$ cat src/rtl/mem_access_unit.sv
// Byte-addressed load/store front end for a word-organised RAM.
// Sub-word stores are done as read-modify-write; loads are sign/zero-extended.
module mem_access_unit #(
    parameter int ADDR_W      = 10,
    parameter int RANGE_CHECK = 1
) (
    input  logic              clk,
    input  logic              clr,
    input  logic              req,
    input  logic              we,
    input  logic [1:0]        size,
    input  logic              sign_ext,
    input  logic [31:0]       cpu_addr,
    input  logic [31:0]       cpu_wdata,
    output logic              busy,
    output logic              done,
    output logic              err,
    output logic [31:0]       cpu_rdata,
    output logic              ram_sel,
    output logic              ram_ld,
    output logic              ram_str,
    output logic [ADDR_W-1:0] ram_addr,
    output logic [31:0]       ram_wdata,
    input  logic [31:0]       ram_rdata,
    output logic [2:0]        o_dbg_state
);

    localparam logic [2:0] S_IDLE   = 3'd0;
    localparam logic [2:0] S_LOAD   = 3'd1;
    localparam logic [2:0] S_RMW_RD = 3'd2;
    localparam logic [2:0] S_RMW_WR = 3'd3;
    localparam logic [2:0] S_WR     = 3'd4;
    localparam logic [2:0] S_DONE   = 3'd5;

    logic [2:0]        r_state;
    logic [ADDR_W+1:0] r_addr;
    logic [1:0]        r_size;
    logic              r_sext;
    logic [31:0]       r_wdata;
    logic [31:0]       r_buf;
    logic [31:0]       r_rdata;
    logic              r_err;

    logic [31:0] w_hi;
    logic        w_bad;
    logic [7:0]  w_byte;
    logic [15:0] w_half;
    logic [31:0] w_load;
    logic [31:0] w_merge;

    // Handshake: req is a one-cycle-valid strobe taken only in IDLE; busy acts as
    // not-ready from the cycle after acceptance through DONE, and done/err mark completion.
    assign w_hi  = cpu_addr >> (ADDR_W + 2);
    assign w_bad = (size == 2'b11)
                 || ((size == 2'b01) && cpu_addr[0])
                 || ((size == 2'b10) && (cpu_addr[1:0] != 2'b00))
                 || ((RANGE_CHECK != 0) && (w_hi != 32'd0));

    always_comb begin
        w_byte = ram_rdata[7:0];
        case (r_addr[1:0])
            2'd1:    w_byte = ram_rdata[15:8];
            2'd2:    w_byte = ram_rdata[23:16];
            2'd3:    w_byte = ram_rdata[31:24];
            default: w_byte = ram_rdata[7:0];
        endcase
        w_half = r_addr[1] ? ram_rdata[31:16] : ram_rdata[15:0];
        case (r_size)
            2'b00:   w_load = {{24{r_sext & w_byte[7]}}, w_byte};
            2'b01:   w_load = {{16{r_sext & w_half[15]}}, w_half};
            default: w_load = ram_rdata;
        endcase
    end

    // Replace only the addressed lane of the word captured during RMW_RD.
    always_comb begin
        w_merge = r_buf;
        if (r_size == 2'b00) begin
            case (r_addr[1:0])
                2'd0:    w_merge[7:0]   = r_wdata[7:0];
                2'd1:    w_merge[15:8]  = r_wdata[7:0];
                2'd2:    w_merge[23:16] = r_wdata[7:0];
                default: w_merge[31:24] = r_wdata[7:0];
            endcase
        end else if (r_addr[1]) begin
            w_merge[31:16] = r_wdata[15:0];
        end else begin
            w_merge[15:0] = r_wdata[15:0];
        end
    end

    always_ff @(posedge clk) begin
        if (clr) begin
            r_state <= S_IDLE;
            r_addr  <= '0;
            r_size  <= 2'b00;
            r_sext  <= 1'b0;
            r_wdata <= 32'd0;
            r_buf   <= 32'd0;
            r_rdata <= 32'd0;
            r_err   <= 1'b0;
        end else begin
            case (r_state)
                S_IDLE: begin
                    if (req) begin
                        r_addr  <= cpu_addr[ADDR_W+1:0];
                        r_size  <= size;
                        r_sext  <= sign_ext;
                        r_wdata <= cpu_wdata;
                        r_err   <= w_bad;
                        if (w_bad)
                            r_state <= S_DONE;
                        else if (!we)
                            r_state <= S_LOAD;
                        else if (size == 2'b10)
                            r_state <= S_WR;
                        else
                            r_state <= S_RMW_RD;
                    end
                end
                S_LOAD: begin
                    r_rdata <= w_load;
                    r_state <= S_DONE;
                end
                S_RMW_RD: begin
                    r_buf   <= ram_rdata;
                    r_state <= S_RMW_WR;
                end
                S_RMW_WR: r_state <= S_DONE;
                S_WR:     r_state <= S_DONE;
                S_DONE:   r_state <= S_IDLE;
                default:  r_state <= S_IDLE;
            endcase
        end
    end

    assign busy        = (r_state != S_IDLE);
    assign done        = (r_state == S_DONE);
    assign err         = (r_state == S_DONE) && r_err;
    assign cpu_rdata   = r_rdata;
    assign ram_ld      = (r_state == S_LOAD) || (r_state == S_RMW_RD);
    assign ram_str     = (r_state == S_RMW_WR) || (r_state == S_WR);
    assign ram_sel     = ram_ld || ram_str;
    assign ram_addr    = (r_state == S_IDLE) ? '0 : r_addr[ADDR_W+1:2];
    assign ram_wdata   = (r_state == S_RMW_WR) ? w_merge :
                         (r_state == S_WR)     ? r_wdata : 32'd0;
    assign o_dbg_state = r_state;

endmodule

$ cat config.mk
export PLATFORM = sky130hd
export DESIGN_NAME = mem_access_unit
export DESIGN_NICKNAME = d
export VERILOG_FILES = /design/src/rtl/mem_access_unit.sv
export SDC_FILE = /design/constraint.sdc
export NUM_CORES = 1
export LEC_CHECK = 0
export CORE_MARGIN = 2
export CORE_UTILIZATION = 45
export CTS_CLUSTER_SIZE = 10
export DETAILED_ROUTE_END_ITERATION = 12
export GPL_ROUTABILITY_DRIVEN = 0
export PLACE_DENSITY_LB_ADDON = 0.2
export SLEW_MARGIN = 15
export SYNTH_ARGS = -nofsm -noshare
export SYNTH_HDL_FRONTEND = slang
export SYNTH_SLANG_ARGS = --single-unit
$ cat constraint.sdc
create_clock -name clk -period 3.3 [get_ports clk]
set_clock_uncertainty 0.05 [all_clocks]
set_input_delay 0.495 -clock clk [delete_from_list [all_inputs] [get_ports clk]]
set_output_delay 0.495 -clock clk [all_outputs]
set_load 0.005 [all_outputs]
==> flow_summary.json <==
{
  "outcome": "finished clean",
  "area_growth_syn_to_layout_pct": 45.4,
  "cp.arrival_ps": 2570,
  "row_count": 41,
  "seqCellArea_um2": 2300,
  "diodes": 0,
  "relSlewSlack_pct": 55.8,
  "pwr_density_cell_nw_per_um2": 528,
  "crit_path_max_fanout": 15,
  "worstMarginPinSlew_ps": 656,
  "drt_wl_total_mm": 20.1,
  "dp_hpwl_mm": 14.6,
  "synth_fa_ha_area_share_pct": 0,
  "start_util_pct": 45.7,
  "synth-edff-count": 0,
  "avgSynthCellArea_um2": 7.58,
  "muxShareOfSynthArea_pct": 2.63,
  "multi_input_area_um2": 3050,
  "yosys.area.top_type_share_pct": 40.3,
  "final.setup.tns_ps": 0,
  "die_y_um": 117,
  "drive_gt1_share_pct": 7.87,
  "max_cap_viol_count": 0,
  "p_leak_nw": 3.02,
  "synthXorXnorAreaFrac_pct": 0,
  "crit_top_cell": "nor2_1",
  "worstSkewPairLatency_ps": 420,
  "antenna_left": 0,
  "p_int_w": 0.00331,
  "dieArea_um2": 13600,
  "clk_pin_slew_ps": 50,
  "wl_met1_mm": 8.26,
  "highest_layer": "met4",
  "core_um2": 12500,
  "nets": 1018,
  "cts_sinks": 115,
  "syn_area_um2": 5720,
  "numCtsBuffers": 17,
  "wl_met2_mm": 9.56,
  "hold_violations": 0,
  "period_minus_slack_ps": 3110,
  "wl_per_cell_um": 18.3,
  "grt_max_degree": 60,
  "rsz0062_at_grt": "false",
  "ys.flop_type": "dfxtp_1",
  "cts_tree": "done",
  "cts_setup_buffers": 0,
  "required_ps": 2750,
  "holdWs_ps": 403,
  "pin_count": 186,
  "switching_power_w": 0.00108,
  "path_cells": "nor2_1, buf_4, nor2_1, o21ai_0, a32o_1, clkdlybuf4s50_1",
  "clockRootBuffer": "clkbuf_16",
  "startpoint": "r_size[1]",
  "synthCells": 754,
  "vias": 6290,
  "netlist_top_cells_area": "dfxtp_1 40%, nand2_1 13%, a21oi_1 7.8%",
  "synthesis.nets": 857,
  "overflow": 0,
  "post-route-drc-count": 0,
  "fmax_mhz": 321,
  "cp-start-kind": "flop",
  "comb_power_share_pct": 16.6,
  "r2r-start": "r_addr[1]",
  "antenna_found_initial": 0,
  "io_buffers": 185,
  "async_reset_ff_share_pct": 0,
  "synth_cell_types": 50,
  "swShare_pct": 24.6,
  "cts_hold_buf": 0,
  "ys_warn_count": 0,
  "path_class": "flop to primary output",
  "synth-simple-area-share_pct": 25.9,
  "ys_seq_area_share_pct": 40.3,
  "drt_iter0_drc": 563,
  "setup_viol": 0,
  "vias_per_cell": 5.72,
  "timing.critical_path.buf_inv": 2,
  "cp-end-kind": "primary output",
  "firstDrtPassIters": 5,
  "p_seq_share_pct": 35.2,
  "cts_buffer_depth": 2,
  "vdd_drop_max_v": 0.000363,
  "grt_usage_pct": 29.8,
  "cp_top_family": "buffers and inverters",
  "crit_slowest_cell": "clkdlybuf4s50_1",
  "hold_path_startpoint": "r_addr[2]",
  "max_stage_delay_ps": 500,
  "ys_ff_latch": 115,
  "first_global_vias": 5938,
  "cts_resized": 0,
  "fillers": 1056,
  "period_share_pct": 94.3,
  "met3_length_mm": 1.59,
  "synth_top_family_by_area": "simple AND/OR/NAND/NOR gates",
  "synth_area_leader_cell": "dfxtp_1",
  "synth_common_cells": "204 x nand2_1, 115 x dfxtp_1, 89 x a21oi_1",
  "maxSlewViolCount": 0,
  "htree_num_levels": 4,
  "grt_first_pass_wirelength_mm": 30.7,
  "die_x_um": 117,
  "hold_path.class": "flop to flop",
  "p_clk_share_pct": 48.2,
  "synth-compound-area-share_pct": 24.7,
  "yosysMostFrequentCell": "nand2_1"
}
## layer usage
metal | vias up | GRT usage [%]
met5 | - | 0
met4 | 0 | 13.5
met3 | 63 | 7.89
met2 | 308 | 47.9
met1 | 2988 | 37.6
li1 | 2931 | -
## final cells by class
cell class,instances,area share (%)
clock inverter,10,2.44
clock buffer,21,5.66
multi-input combinational,557,36.7
inverter,21,0.949
timing repair buffer,203,23.9
tap,172,2.59
sequential,115,27.7
## tightest hold or removal path, delay by kind of cell, from the launching register on
kind	cells	cell delay [ps]
AND/OR/NAND/NOR	1	50
AO/OA/AOI/OAI	1	50
flip-flops	1	300
## cells in the final DEF (no fill, tap or decap), types with 8 or more instances in the layout
cell type        synthesis  final
a22o_1                  14     14
nand2b_1                12     12
dfxtp_1                115    113
o21ai_0                 22     22
clkdlybuf4s50_1          0    184
a221oi_1                 8      8
o311ai_0                 8      8
clkbuf_16                0     17
a21oi_1                 89     89
inv_1                   21     21
and2_1                  14     14
buf_4                    6     19
mux2i_1                 15     15
a211oi_2                10     10
nor2_1                  54     54
a211oi_1                20     20
nor4_1                  13     13
and3_1                  12     12
nand2_1                204    204
a32o_1                   9      9
## per-stage QoR
stage	instances	utilization (%)	setup WS (ps)	instance area, um2	power, W
final	1099	66.4	188	8310	0.00439
after global routing	1099	66.4	42.3	8310	0.00453
after CTS	1099	66.3	79.3	8300	0.00438
after detailed placement	1068	60.9	570	7620	0.00228
after global placement	1068	60.9	645	7620	0.00226
after floorplan	754	-	1370	5720	0.00191
## registers in the layout, summed over array words and instances (netlist names)
signal,flops
r_buf,32
r_addr,12
r_wdata,32
o_dbg_state,3
r_err,1
cpu_rdata,32
r_size,2
r_sext,1
## logic make-up after synthesis
group / Yosys count
buf+inv: 82
compound gates: 207
flops: 115
mux: 15
simple gates: 335
## worst paths after layout
| kind | to | slack, ps | depth (start not counted) |
|---|---|---|---|
| worst min-delay path | r_addr[2] | 400 | 2 |
| worst max-delay path | ram_wdata[29] | 190 | 6 |
| worst min register to register | r_addr[2] | 400 | 2 |
| worst max register to register | cpu_rdata[9] | 1120 | 5 |
## power by group through the flow
stage	logic (W)	registers, W	clock network, W
after global placement	0.000701	0.00156	0
after global routing	0.000786	0.00155	0.00219
after floorplan	0.000367	0.00155	0
after detailed placement	0.000714	0.00157	0
final	0.000729	0.00154	0.00211
after CTS	0.000720	0.00154	0.00212
No activity file was read; power rests on OpenSTA's default activity.
